<file path="src/rtl/line_enc_pkg.sv">
// Shared types and helpers for the line event encoder: code width, line index type,
// priority encoder and population count over the request vector.
package line_enc_pkg;

  localparam int N_LINES_DEF = 4;
  localparam int CODE_W      = $clog2(N_LINES_DEF);

  typedef logic [CODE_W-1:0] line_code_t;

  // Bit 0 has the highest priority, so scan from the top and let lower bits overwrite.
  function automatic line_code_t lowest_index(input logic [N_LINES_DEF-1:0] v);
    line_code_t idx;
    idx = '0;
    for (int i = N_LINES_DEF - 1; i >= 0; i--) begin
      if (v[i]) idx = line_code_t'(i);
    end
    return idx;
  endfunction

  function automatic int unsigned popcount(input logic [N_LINES_DEF-1:0] v);
    int unsigned n;
    n = 0;
    for (int i = 0; i < N_LINES_DEF; i++) begin
      n += int'(v[i]);
    end
    return n;
  endfunction

endpackage

</file>
<file path="src/rtl/line_enc_fifo.sv">
// Synchronous show-ahead FIFO: rd_data always presents the head entry; push and pop may
// coincide, including when full, in which case the freed head slot takes the new entry.
module line_enc_fifo #(
  parameter int DEPTH = 4,
  parameter int WIDTH = 2
) (
  input  logic                     clk,
  input  logic                     rst,
  input  logic                     push,
  input  logic [WIDTH-1:0]         wr_data,
  input  logic                     pop,
  output logic [WIDTH-1:0]         rd_data,
  output logic                     full,
  output logic                     empty,
  output logic [$clog2(DEPTH):0]   count
);

  localparam int PTR_W = $clog2(DEPTH);
  localparam int CNT_W = PTR_W + 1;

  logic [WIDTH-1:0] mem [DEPTH];
  logic [PTR_W-1:0] wr_ptr;
  logic [PTR_W-1:0] rd_ptr;
  logic [CNT_W-1:0] count_next;
  logic             wr_ok;
  logic             rd_ok;

  // NOTE: every signal assigned in an always_comb gets a default first, so no path
  // leaves it unassigned and no latch is inferred.
  always_comb begin
    wr_ok      = push && (!full || pop);
    rd_ok      = pop && !empty;
    count_next = count;
    case ({wr_ok, rd_ok})
      2'b10:   count_next = count + 1'b1;
      2'b01:   count_next = count - 1'b1;
      default: count_next = count;
    endcase
  end

  // NOTE: state uses non-blocking assignments so every flop samples the pre-edge values,
  // independent of statement order. The storage array is reset as well: it is tiny, and
  // the head output must read zero straight out of reset rather than stale data.
  always_ff @(posedge clk) begin
    if (rst) begin
      wr_ptr <= '0;
      rd_ptr <= '0;
      count  <= '0;
      full   <= 1'b0;
      empty  <= 1'b1;
      for (int i = 0; i < DEPTH; i++) mem[i] <= '0;
    end else begin
      if (wr_ok) begin
        mem[wr_ptr] <= wr_data;
        wr_ptr      <= wr_ptr + 1'b1;
      end
      if (rd_ok) rd_ptr <= rd_ptr + 1'b1;
      count <= count_next;
      full  <= (count_next == CNT_W'(DEPTH));
      empty <= (count_next == '0);
    end
  end

  assign rd_data = mem[rd_ptr];

endmodule

</file>
<file path="src/rtl/line_event_encoder.sv">
// Synchronizes active-low request lines, turns new assertions into priority-encoded
// line indices and queues them for a valid/ready consumer, with sticky error flags.
module line_event_encoder
  import line_enc_pkg::*;
#(
  parameter int N_LINES     = N_LINES_DEF,
  parameter int FIFO_DEPTH  = 4,
  parameter int SYNC_STAGES = 2
) (
  input  logic                        clk,
  input  logic                        rst,
  input  logic                        en_n,
  input  logic [N_LINES-1:0]          lines_n,
  output logic [CODE_W-1:0]           code_out,
  output logic                        code_valid,
  input  logic                        code_ready,
  output logic [$clog2(FIFO_DEPTH):0] fifo_count,
  output logic                        multi_err,
  output logic                        overflow,
  input  logic                        err_clr
);

  logic [N_LINES-1:0] sync_q [SYNC_STAGES];
  logic [N_LINES-1:0] asserted;
  logic [N_LINES-1:0] asserted_d;
  logic [N_LINES-1:0] rise;
  logic               ev;
  logic               ev_multi;
  line_code_t         ev_code;
  logic               pop;
  logic               fifo_full;
  logic               fifo_empty;
  logic               ovf_set;

  // Synchronizer resets to all-ones so a line held low through reset reads as a fresh
  // assertion once reset is released.
  always_ff @(posedge clk) begin
    if (rst) begin
      for (int i = 0; i < SYNC_STAGES; i++) sync_q[i] <= '1;
    end else begin
      sync_q[0] <= lines_n;
      for (int i = 1; i < SYNC_STAGES; i++) sync_q[i] <= sync_q[i-1];
    end
  end

  // History tracks the lines even while disabled, so a line already held when the
  // enable arrives is not mistaken for a new event.
  always_ff @(posedge clk) begin
    if (rst) asserted_d <= '0;
    else     asserted_d <= asserted;
  end

  always_comb begin
    asserted = ~sync_q[SYNC_STAGES-1];
    rise     = asserted & ~asserted_d;
    ev       = (rise != '0) && !en_n;
    ev_code  = lowest_index(rise);
    ev_multi = ev && (popcount(rise) > 1);
    pop      = code_valid && code_ready;
    ovf_set  = ev && fifo_full && !pop;
  end

  line_enc_fifo #(
    .DEPTH (FIFO_DEPTH),
    .WIDTH (CODE_W)
  ) u_fifo (
    .clk     (clk),
    .rst     (rst),
    .push    (ev),
    .wr_data (ev_code),
    .pop     (pop),
    .rd_data (code_out),
    .full    (fifo_full),
    .empty   (fifo_empty),
    .count   (fifo_count)
  );

  assign code_valid = !fifo_empty;

  // A setting event in the same cycle as err_clr wins over the clear.
  always_ff @(posedge clk) begin
    if (rst) begin
      multi_err <= 1'b0;
      overflow  <= 1'b0;
    end else begin
      if (ev_multi)     multi_err <= 1'b1;
      else if (err_clr) multi_err <= 1'b0;
      if (ovf_set)      overflow  <= 1'b1;
      else if (err_clr) overflow  <= 1'b0;
    end
  end

endmodule

</file>
<file path="config.mk">
export PLATFORM = sky130hd
export DESIGN_NAME = line_event_encoder
export DESIGN_NICKNAME = d
export VERILOG_FILES = /design/src/rtl/line_enc_pkg.sv /design/src/rtl/line_enc_fifo.sv /design/src/rtl/line_event_encoder.sv
export SDC_FILE = /design/constraint.sdc
export NUM_CORES = 1
export LEC_CHECK = 0
export BUFFER_PORTS_ARGS = -buffer_cell sky130_fd_sc_hd__buf_4
export CAP_MARGIN = 25
export CORE_ASPECT_RATIO = 1.2
export CORE_MARGIN = 5
export CORE_UTILIZATION = 35
export CTS_CLUSTER_SIZE = 25
export DETAILED_ROUTE_END_ITERATION = 10
export PLACE_DENSITY = 0.55
export SETUP_SLACK_MARGIN = 0.15
export SKIP_CTS_REPAIR_TIMING = 1
export SLEW_MARGIN = 40
export SYNTH_ARGS = -nofsm -noshare
export SYNTH_HDL_FRONTEND = slang
export SYNTH_HIERARCHICAL = 1
export SYNTH_SLANG_ARGS = --single-unit
</file>
<file path="constraint.sdc">
create_clock -name clk -period 6.4 [get_ports clk]
set_input_delay 0.32 -clock clk [delete_from_list [all_inputs] [get_ports clk]]
set_output_delay 0.32 -clock clk [all_outputs]
set_load 0.02 [all_outputs]
</file>
[Yosys cells after proc, flatten, opt, wreduce, memory -nomap -nowiden]
Memory sizes are Yosys's and may differ from the RTL's. A register that Yosys moved wholly into a read port is not among the register bits.
Cells that the tools add are included.
W data, S select, Z words.
Storage, ports and cells
  memories: 2
  bits of input ports: 9
  RAM bits: 16
  word-level logic and storage cells: 64
  output and inout bits: 8
  register bits: 15
Memories
  sync_q: words 2, width 4, rd ports 2, clocked after Yosys merged registers in 0, wr ports 2, RTL line line_event_encoder.sv:23  | logic [N_LINES-1:0] sync_q [SYNC_STAGES];
  u_fifo.mem: words 4, width 2, rd ports 1, clocked after Yosys merged registers in 1, wr ports 4, RTL line line_enc_fifo.sv:21  | logic [WIDTH-1:0] mem [DEPTH];
Operators by class
  add/subtract/negate cells: 7
  multiplexer cells: 21
  equal/unequal tests: 3
  bitwise logic cells: 5
  $lt $le $gt $ge: 1
  reduce and logical (&&, ||, !) cells: 17
Operator list (number)
  $mux W2: 8
  $mux W1: 10
  $mux W4: 2
  $not A4 Y4: 2
  $logic_and A1 B1 Y1: 7
  $pmux W3 S2: 1
  $add A2 B1 Y2 const B: 2
  $add A3 B1 Y4: 1
  $and A4 B4 Y4: 1
  $gt A4 B1 Y1 const B: 1
  $logic_not A1 Y1: 4
  $reduce_bool A2 Y1: 2
  $reduce_bool A4 Y1: 1
  $add A2 B1 Y3: 1
  $add A3 B1 Y3 const B: 1
  $eq A3 B3 Y1 const B: 1
  $logic_not A3 Y1: 1
  $sub A3 B1 Y3 const B: 1
  $add A1 B1 Y2: 1
  $eq A2 B1 Y1 const B: 1
  $eq A2 B2 Y1 const B: 1
  $or A1 B1 Y1: 2
  $reduce_or A2 Y1: 1
  $logic_or A1 B1 Y1: 1

[Depth between registers and ports, before layout]
Gate-level depths: netlist of run 1.
  depth after elaboration: 10
  depth in mapped cells: 12
  depth with buffers taken out: 12

[Modules after synthesis]
Netlist of run 1, hierarchy kept.
Modules (own cells, without submodules)
  line_enc_fifo: area each 869.6 um2, cells each 79, instances 1, sequential area each 460.4 um2
  line_event_encoder: area each 503.0 um2, cells each 50, instances 1, sequential area each 280.3 um2

[Worst setup path after synthesis of run 1]
Ideal clock, no wire load.
  kind: register to register
  from: memory sync_q[0][4] (netlist bit)
  to: register u_fifo.full
  arrival: 2.147 ns
  slack: 4.119 ns
  library setup time: 0.134 ns
  stages on the path, launching flop included: 13
  cell sequence: dfxtp_1 > nor2_1 > inv_1 > ha_1 > a21o_1 > inv_1 > nand2_1 > ha_1 > inv_1 > fa_1 > and3b_1 > a31oi_1 > a211oi_1
RTL lines
  start: declaration: RTL line line_event_encoder.sv:23
  end signal: assignment: RTL line line_enc_fifo.sv:59  | full <= (count_next == CNT_W'(DEPTH));
  end: declaration: RTL line line_enc_fifo.sv:13  | output logic full,

==> results of run 1 <==
==> kinds of logic (layout without fill, tap and decap cells) <==
group,count (synthesis),count (layout),synth area share (%)
simple gates,52,52,21.88
flops,33,33,53.97
compound gates,19,19,9.936
buf+inv,15,35,4.193
fa+ha+maj,4,4,4.194
xor+xnor,4,4,2.553
mux,2,2,3.281
==> routing by layer <==
metal  share of wire (%)  GRT usage [%]  routed length [um]
met4                0.95          4.868                  22
met3                 4.4          4.292                 103
met1                  44          10.99                1025
met5                   0              0                   0
met2                  50          17.21                1168
==> power breakdown <==
part	leakage (nW)	total, mW	switching [mW]	internal [mW]
clock	0.0585	0.201	0.0738	0.127
sequential	0.287	0.227	0.00512	0.222
combinational	0.308	0.0429	0.0229	0.0200
total	0.653	0.471	0.102	0.369
==> synth_stat cells (2+ instances only) <==
cell and n:
a211oi_1 2, a21oi_1 5, and2_1 6, clkbuf_1 3, dfxtp_1 25, edfxtp_1 8, ha_1 3, inv_1 10
mux4_2 2, nand2b_1 3, nor2_1 13, nor2b_1 4, nor3_1 2, nor3b_1 3, nor4_1 2, o21ai_0 3
o31ai_1 2, or2_2 11, xor2_1 3
==> registers in the layout, indices dropped and copies added, names as in the netlist, named ones only <==
signal / cells
sync_q: 8
u_fifo/full: 1
u_fifo/mem: 8
u_fifo/empty: 1
multi_err: 1
u_fifo/count: 3
overflow: 1
u_fifo/wr_ptr: 2
u_fifo/rd_ptr: 2
asserted_d: 4
==> through the flow <==
step                util [%]  cell area (sq um)
finish                 42.81               1660
global route           42.81               1660
CTS                    42.81               1660
detailed placement     39.81               1544
global placement       39.81               1544
floorplan                  -               1373
==> cells in the final DEF, fill, tap and decap left out, types with 2 or more instances in the layout <==
cell and count:
mux4_2 2, and2_1 6, clkbuf_8 6, buf_4 16
or2_2 11, edfxtp_1 8, dfxtp_1 25, inv_1 10
a211oi_1 2, o21ai_0 3, nor3b_1 3, nor2_1 13
nor4_1 2, o31ai_1 2, nor2b_1 4, nand2b_1 3
xor2_1 3, a21oi_1 5, ha_1 3, nor3_1 2
==> path summary, 6_finish.rpt <==
kind | start | to | slack, ps | cells after the start
setup / recovery | sync_q[0][4]$_SDFF_PP1_ | u_fifo/full$_SDFF_PP0_ | 3900 | 12
hold / removal | lines_n[3] | sync_q[0][3]$_SDFF_PP1_ | 220 | 2
setup reg to reg | sync_q[0][4]$_SDFF_PP1_ | u_fifo/full$_SDFF_PP0_ | 3900 | 12
hold reg to reg | sync_q[0][3]$_SDFF_PP1_ | sync_q[0][7]$_SDFF_PP1_ | 410 | 1
==> worst reg2reg max path: stages (launching register included) <==
cell and delay (ps):
dfxtp_1 320, nor2_1 210, inv_1 80, ha_1 180
a21o_1 190, inv_1 130, nand2_1 70, ha_1 220
inv_1 80, fa_1 440, and3b_1 200, a31oi_1 180
a211oi_1 80
==> cell type report <==
type	instances	share of cell area, %
Multi-Input combinational cell	81	34.59
Inverter	11	2.487
Clock buffer	7	5.200
Tap cell	54	4.069
Timing Repair Buffer	16	7.234
Clock inverter	1	1.809
Sequential cell	33	44.61
==> results_dict.tcl, run 1 <==
set metrics [dict create \
    synth_edf_count 8 \
    synth_area_leader_cell "dfxtp_1" \
    dr.pass1.iters 3 \
    holdWs_ps 222.9 \
    drc 0 \
    synthesis.area_sq_mm 0.001373 \
    vias 934 \
    grtUsageTotal_pct 10.30 \
    drive_above_1_share_pct 26.85 \
    ff_latch_area_sq_um 740.7 \
    crit_arrival_ps 2660 \
    cts_max_level 2 \
    max_stage_delay_ps 440 \
    avgSynthCellArea_sq_um 10.64 \
    ys_seq_elements 33 \
    relSlewSlack_pct 68.43 \
    maxSlewViolCount 0 \
    grt_max_degree 31 \
    first_global_vias 984 \
    synth-seq-area-share_pct 53.97 \
    antenna_found_initial 0 \
    cp_top_family "adder cells" \
    drv_cap 0 \
    insertion_delay_ps 280 \
    syn2layout_area_growth_pct 20.97 \
    multiInputGateArea_sq_um 574.3 \
    fin_cells 203 \
    fin_ws_ps 3899 \
    leakagePower_nw 0.6533 \
    ant_nets 0 \
    synthArstFlopShare_pct 0 \
    crit_path_top_delay_cell "fa_1" \
    ys_types 38 \
    ys.flop_type "dfxtp_1" \
    hold_path.class "input port to register" \
    worst_pin_slew_ps 472.6 \
    syn_inst 129 \
    hpwl_mm 1.675 \
    grt_pass1_wl_mm 4.098 \
    die-area_sq_mm 0.005279 \
    drt_wl_total_mm 2.320 \
    final_nets 161 \
    row_count 25 \
    viasPerCell 4.601 \
    core_sq_mm 0.003879 \
    peakVddDrop_mv 0.1470 \
    die_height_um 78.60 \
    tritoncts "built" \
    finalSetupViolCount 0 \
    dp_slack_ps 3819 \
    io_pins 17 \
    status "finished, final reports clean" \
    end_kind "register" \
    initial_core_util_pct 35.39 \
    p_per_area_mw_per_mm2 283.5 \
    cts_buffers 5 \
    fin_crit_ps 2501 \
    cp_max_fo 5 \
    crit_type "register to register" \
    crit_required_ps 6560 \
    dpl.cell_count 195 \
    clk_pin_slew_ps 70 \
    fin_crit_sh_pct 39.07 \
    fill_cells 401 \
    cp-start-kind "register" \
    cts_root_buf "clkbuf_8" \
    path_common_cell "inv_1" \
    cts.sink_count 33 \
    drt_iter0_markers 14 \
    routedWlPerCell_um 11.43 \
    place_congestion 0.7680 \
    n_antenna_cell 0 \
    yosys_warnings 6 \
    timing.final.hold_violations 0 \
    fin_skew_ps 4.419 \
    synth_fp_nets 142 \
    synth_area_leaders "dfxtp_1 36%, edfxtp_1 18%, or2_2 5.0%, nor2_1 3.6%, mux4_2 3.3%" \
    die_w_um 67.17 \
    cts_buffer_depth 2 \
    crit_chain "nor2_1 -> inv_1 -> ha_1 -> a21o_1 -> inv_1 -> nand2_1 -> ha_1 -> inv_1 -> fa_1 -> and3b_1 -> a31oi_1 -> a211oi_1" \
    grt.overflow.total 0 \
    synth_top_area_share_pct 36.46 \
    portBuffers 16 \
    rsz0062_at_grt "no" \
    crit_buf_inv 3 \
    setup_tns_ps 0 \
    max_freq_ghz 0.3999 \
    power.total_mw 0.4707 \
]
Power figures use the tool's default switching activity.
==> inputs of run 2 (changes only) <==
- ABC_AREA: unset -> 1
- clock period: 6.4 -> 2.5 ns (I/O delays scaled with it)
==> run 2 against run 1 <==
Synthesized cell count rose by 26%. Count of clock-buffer cells in the layout shrank 1. Sequential power rose to 2.6 times the previous value. Critical path depth increased by 2. Flip-flop and latch count unchanged. Die area increased by 2.3%. Critical path type unchanged. Design area increased by 1.4%. Critical endpoint is now u_fifo/empty$_SDFF_PP1_. Worst hold slack worse by 200 ps. Synthesized area up 2.6%. Clock skew rose by 0.86 ps. Maximum frequency increased by 16%. Largest power group unchanged. Global-route usage rose by 0.053 points.
==> results_dict.tcl, run 2 <==
set metrics [dict create \
    status "finished, final reports clean" \
    synth.most_common_cell "nor2_1" \
    synth-seq-area-share_pct 52.58 \
    insertion_delay_ps 280 \
    fin_crit_sh_pct 86.09 \
    io_pins 17 \
    relSlewSlack_pct 83.54 \
    ys_types 27 \
    post-route-util_pct 43.04 \
    finalSetupViolCount 0 \
    crit_arrival_ps 2330 \
    ys.flop_type "dfxtp_1" \
    cp-start-kind "register" \
    die-area_sq_mm 0.005399 \
    hold_path.class "input port to register" \
    crit_type "register to register" \
    crit_buf_inv 3 \
    hpwl_mm 1.865 \
    leakagePower_nw 0.7415 \
    cts_max_level 2 \
    end_kind "register" \
    multiInputGateArea_sq_um 555.5 \
    routedWlPerCell_um 10.00 \
    portBuffers 16 \
    hp-start "lines_n[1]" \
    drt_wl_total_mm 2.391 \
    synth_top_area_share_pct 35.52 \
    rrSetupSlack_ps 350 \
    row_count 25 \
    drive_above_1_share_pct 23.24 \
    antenna_found_initial 0 \
    timing.rr.end "u_fifo/empty$_SDFF_PP1_" \
    fin_crit_ps 2152 \
    fin_cells 239 \
    die_height_um 79.50 \
    syn2layout_area_growth_pct 19.45 \
    vias 1053 \
    die_w_um 67.92 \
    ys_seq_elements 33 \
    max_stage_delay_ps 430 \
    timing.final.hold_violations 0 \
    n_antenna_cell 0 \
    met1_usage_pct 11.86 \
    setup_tns_ps 0 \
    path_common_cell "nand2_1" \
    grt.overflow.total 0 \
    dr.pass1.iters 4 \
    max_freq_ghz 0.4646 \
    hold_depth 2 \
    final_cell_mix "27 x nor2_1, 25 x dfxtp_1, 24 x inv_1, 24 x nand2_1, 16 x buf_4" \
    holdWs_ps 19.02 \
    rsz0062_at_grt "no" \
    grtUsageTotal_pct 10.36 \
    dpl.cell_count 231 \
    grt_max_degree 19 \
    avgSynthCellArea_sq_um 8.697 \
    syn_inst 162 \
    synth_area_leaders "dfxtp_1 36%, edfxtp_1 17%, nor2_1 7.2%, inv_1 6.7%, nand2_1 6.4%" \
    worst_pin_slew_ps 246.6 \
    reg2regPathDepth 14 \
    final_nets 197 \
    first_global_vias 967 \
    tritoncts "built" \
    p_per_area_mw_per_mm2 656.6 \
    crit_chain "nor2_4 -> inv_1 -> ha_1 -> nand3_4 -> nand2_1 -> inv_1 -> nand2_1 -> ha_2 -> inv_2 -> fa_1 -> o21ai_2 -> nor2_1 -> nand3_1 -> nand2_1" \
    hold_path_end "sync_q[0][1]$_SDFF_PP1_" \
    core_sq_mm 0.003910 \
    cp_top_family "adder cells" \
    ant_nets 0 \
    yosys_warnings 6 \
    synth_fp_nets 175 \
    crit_path_top_delay_cell "fa_1" \
    viasPerCell 4.406 \
    grt_use_met2_pct 16.26 \
    fin_skew_ps 5.276 \
    final_common_cell "nor2_1" \
    crit_required_ps 2670 \
    initial_core_util_pct 36.03 \
    cts_buffers 5 \
    worstReg2RegStart "sync_q[0][4]$_SDFF_PP1_" \
    drc 0 \
    grtUsageMet3_pct 4.648 \
    reg_top3 "sync_q x8, u_fifo/mem x8, asserted_d x4" \
    cts.sink_count 33 \
    drt_iter0_markers 25 \
    place_congestion 0.8467 \
    maxSlewViolCount 0 \
    clk_pin_slew_ps 70 \
    fill_cells 414 \
    peakVddDrop_mv 0.3576 \
    cts_root_buf "clkbuf_8" \
    synth_edf_count 8 \
    ff_latch_area_sq_um 740.7 \
    synth_area_leader_cell "dfxtp_1" \
    synthesis.area_sq_mm 0.001409 \
    synthArstFlopShare_pct 0 \
    synthTopCellsByCount "27 x nor2_1, 25 x dfxtp_1, 25 x inv_1" \
    cp_max_fo 4 \
    grt_pass1_wl_mm 4.126 \
    cts_buffer_depth 2 \
    busiest_layer "met2" \
    drv_cap 0 \
]
==> run 2: cell type report <==
cell class,count,area share (%)
Sequential cell,33,44.01
Inverter,31,6.915
Timing Repair Buffer,16,7.138
Clock inverter,2,0.5948
Tap cell,54,4.015
Multi-Input combinational cell,97,33.01
Clock buffer,6,4.312
==> run 2: per-stage QoR <==
| step | setup slack [ps] | instance area [sq um] | power [mW] |
|---|---|---|---|
| 2_1_floorplan | 354.6 | 1409 | 0.6906 |
| 4_1_cts | 153.8 | 1672 | 1.115 |
| 3_3_place_gp | 256.7 | 1589 | 0.7331 |
| 6_report | 347.8 | 1683 | 1.105 |
| 3_5_place_dp | 162.0 | 1589 | 0.7373 |
| 5_1_grt | 142.4 | 1683 | 1.170 |
==> run 2: worst register-to-register path: cells and delay by family, from the launching register on <==
| kind | cells | cell delay [ps] |
|---|---|---|
| compound gates | 1 | 140 |
| fa+ha+maj | 3 | 820 |
| buf+inv | 3 | 180 |
| flops | 1 | 340 |
| simple gates | 7 | 550 |
==> run 2: worst max-delay path by stage <==
| stage | from | end | slack (ps) | cells after the start |
|---|---|---|---|---|
| after CTS | sync_q[0][4]$_SDFF_PP1_ | u_fifo/empty$_SDFF_PP1_ | 150 | 14 |
| after floorplan | sync_q[0][5]$_SDFF_PP1_ | u_fifo/empty$_SDFF_PP1_ | 350 | 14 |
| after global placement | sync_q[0][4]$_SDFF_PP1_ | u_fifo/empty$_SDFF_PP1_ | 260 | 14 |
| after detailed placement | sync_q[0][4]$_SDFF_PP1_ | u_fifo/empty$_SDFF_PP1_ | 160 | 14 |
| after global routing | sync_q[0][4]$_SDFF_PP1_ | u_fifo/empty$_SDFF_PP1_ | 140 | 16 |
| final | sync_q[0][4]$_SDFF_PP1_ | u_fifo/empty$_SDFF_PP1_ | 350 | 14 |
==> run 2: cell families after synthesis <==
logic type,share of synthesized area (%)
flip-flops,52.58
buffers and inverters,8.792
XOR/XNOR,1.244
AO/OA/AOI/OAI,6.217
AND/OR/NAND/NOR,27.09
adder cells (fa/ha/maj),4.086
==> run 2: routing by layer <==
metal | up-vias | share of wire, %
li1 | 545 | -
met1 | 480 | 44
met2 | 22 | 48
met3 | 6 | 5.6
met4 | 0 | 2.0
met5 | - | 0
==> run 2: power by group <==
part | switching, mW | total [mW] | internal, mW
logic | 0.0830 | 0.141 | 0.0577
registers | 0.0159 | 0.587 | 0.571
clock network | 0.185 | 0.377 | 0.193
total | 0.284 | 1.10 | 0.821
==> inputs of run 3 (changes only) <==
- clock period: 2.5 -> 2.45 ns (I/O delays scaled with it)
==> run 3 against run 2 <==
Sequential share of layout area is 0.26 points lower. Clock skew hardly changed. Via count is 0.38% lower. Core utilization is 0.26 points higher. Combinational power is 4% higher. Design area is 0.59% higher. Critical path type unchanged. Critical endpoint unchanged.
==> results_dict.tcl, run 3 (synthesis results as in run 2) <==
set metrics [dict create \
    status "finished, final reports clean" \
    tritoncts "built" \
    setup_tns_ps 0 \
    cts.sink_count 33 \
    hpwl_mm 1.865 \
    final_common_cell "nor2_1" \
    die_height_um 79.50 \
    ant_nets 0 \
    die-area_sq_mm 0.005399 \
    peakVddDrop_mv 0.3649 \
    grt_pass1_wl_mm 4.126 \
    path_common_cell "nand2_1" \
    worst_pin_slew_ps 246.1 \
    fin_crit_ps 2140 \
    cp_max_fo 4 \
    clk_pin_slew_ps 70 \
    drt_iter0_markers 25 \
    drive_above_1_share_pct 24.86 \
    first_global_vias 967 \
    drv_cap 0 \
    antenna_found_initial 0 \
    final_nets 197 \
    power.total_mw 1.130 \
    routedWlPerCell_um 10.12 \
    reg_top3 "sync_q x8, u_fifo/mem x8, asserted_d x4" \
    n_antenna_cell 0 \
    cts_buffers 5 \
    cp-start-kind "register" \
    dr.pass1.iters 4 \
    p_per_area_mw_per_mm2 667.3 \
    fin_ws_ps 310.1 \
    fin_skew_ps 5.234 \
    max_stage_delay_ps 440 \
    max_freq_ghz 0.4673 \
    leakagePower_nw 0.7414 \
    crit_type "register to register" \
    viasPerCell 4.389 \
    portBuffers 16 \
    cts_buffer_depth 2 \
    row_count 25 \
    relSlewSlack_pct 83.57 \
    end_kind "register" \
    crit_required_ps 2620 \
    crit_arrival_ps 2310 \
    fin_cells 239 \
    maxSlewViolCount 0 \
    drc 0 \
    rsz0062_at_grt "no" \
    initial_core_util_pct 36.03 \
    dpl.cell_count 231 \
    hold_path.class "input port to register" \
    syn2layout_area_growth_pct 20.16 \
    core_sq_mm 0.003910 \
    drt_wl_total_mm 2.419 \
    cts_root_buf "clkbuf_8" \
    crit_path_top_delay_cell "fa_2" \
    final_cell_mix "27 x nor2_1, 25 x dfxtp_1, 24 x inv_1, 24 x nand2_1, 16 x buf_4" \
    dp_slack_ps 112.0 \
    fin_crit_sh_pct 87.34 \
    insertion_delay_ps 280 \
    grt.overflow.total 0 \
    vias 1049 \
    die_w_um 67.92 \
    grtUsageTotal_pct 10.36 \
    timing.final.hold_violations 0 \
    crit_chain "nor2_4 -> inv_1 -> ha_2 -> nand3_4 -> nand2_1 -> inv_1 -> nand2_1 -> ha_2 -> inv_2 -> fa_2 -> o21ai_2 -> nor2_1 -> nand3_1 -> nand2_1" \
    holdWs_ps 16.27 \
    cts_max_level 2 \
    io_pins 17 \
    place_congestion 0.8467 \
    finalSetupViolCount 0 \
    grt_max_degree 19 \
]
-- run 3: cell counts in the layout (fill, tap and decap cells not counted) --
Identical to the previous run, type by type.
-- run 3: metal layers --
metal / track usage (%) / up-vias / part of all wire [%]
li1: - / 545 / -
met1: 11.86 / 480 / 43
met2: 16.26 / 18 / 49
met3: 4.648 / 6 / 5.5
met4: 4.771 / 0 / 1.9
met5: 0 / - / 0
-- run 3: power by group --
part	total, mW	switching (mW)	internal [mW]
Combinational	0.146	0.0859	0.0598
Clock	0.385	0.189	0.196
Sequential	0.599	0.0163	0.583
-- run 3: through the flow --
| step | util (%) | instance area, sq um |
|---|---|---|
| after floorplan | - | 1409 |
| after global placement | 40.64 | 1589 |
| after detailed placement | 40.64 | 1589 |
| after CTS | 42.75 | 1672 |
| after global routing | 43.30 | 1693 |
| final | 43.30 | 1693 |
-- run 3: cell type report --
type / instances / area (sq um)
sequential: 33 / 740.7
timing repair buffer: 16 / 120.1
clock inverter: 2 / 10.01
fill: 416 / 2217
inverter: 31 / 116.4
tap: 54 / 67.56
clock buffer: 6 / 72.57
multi-input combinational: 97 / 565.5
-- run 3: path summary, 6_finish.rpt --
kind                      startpoint                        to  slack (ps)  depth (start not counted)
max          sync_q[0][4]$_SDFF_PP1_   u_fifo/empty$_SDFF_PP1_         310                         14
min                       lines_n[1]   sync_q[0][1]$_SDFF_PP1_          20                          2
max reg2reg  sync_q[0][4]$_SDFF_PP1_   u_fifo/empty$_SDFF_PP1_         310                         14
min reg2reg  sync_q[0][7]$_SDFF_PP1_  asserted_d[3]$_SDFF_PP0_         410                          1
-- run 3: worst max-delay path: cells and delay by family (launching register included) --
family,cells,cell delay (ps)
AOI/OAI and AO/OA,1,140
adders and majority gates,3,810
DFF,1,340
buffers and inverters,3,190
and+or+nand+nor,7,540
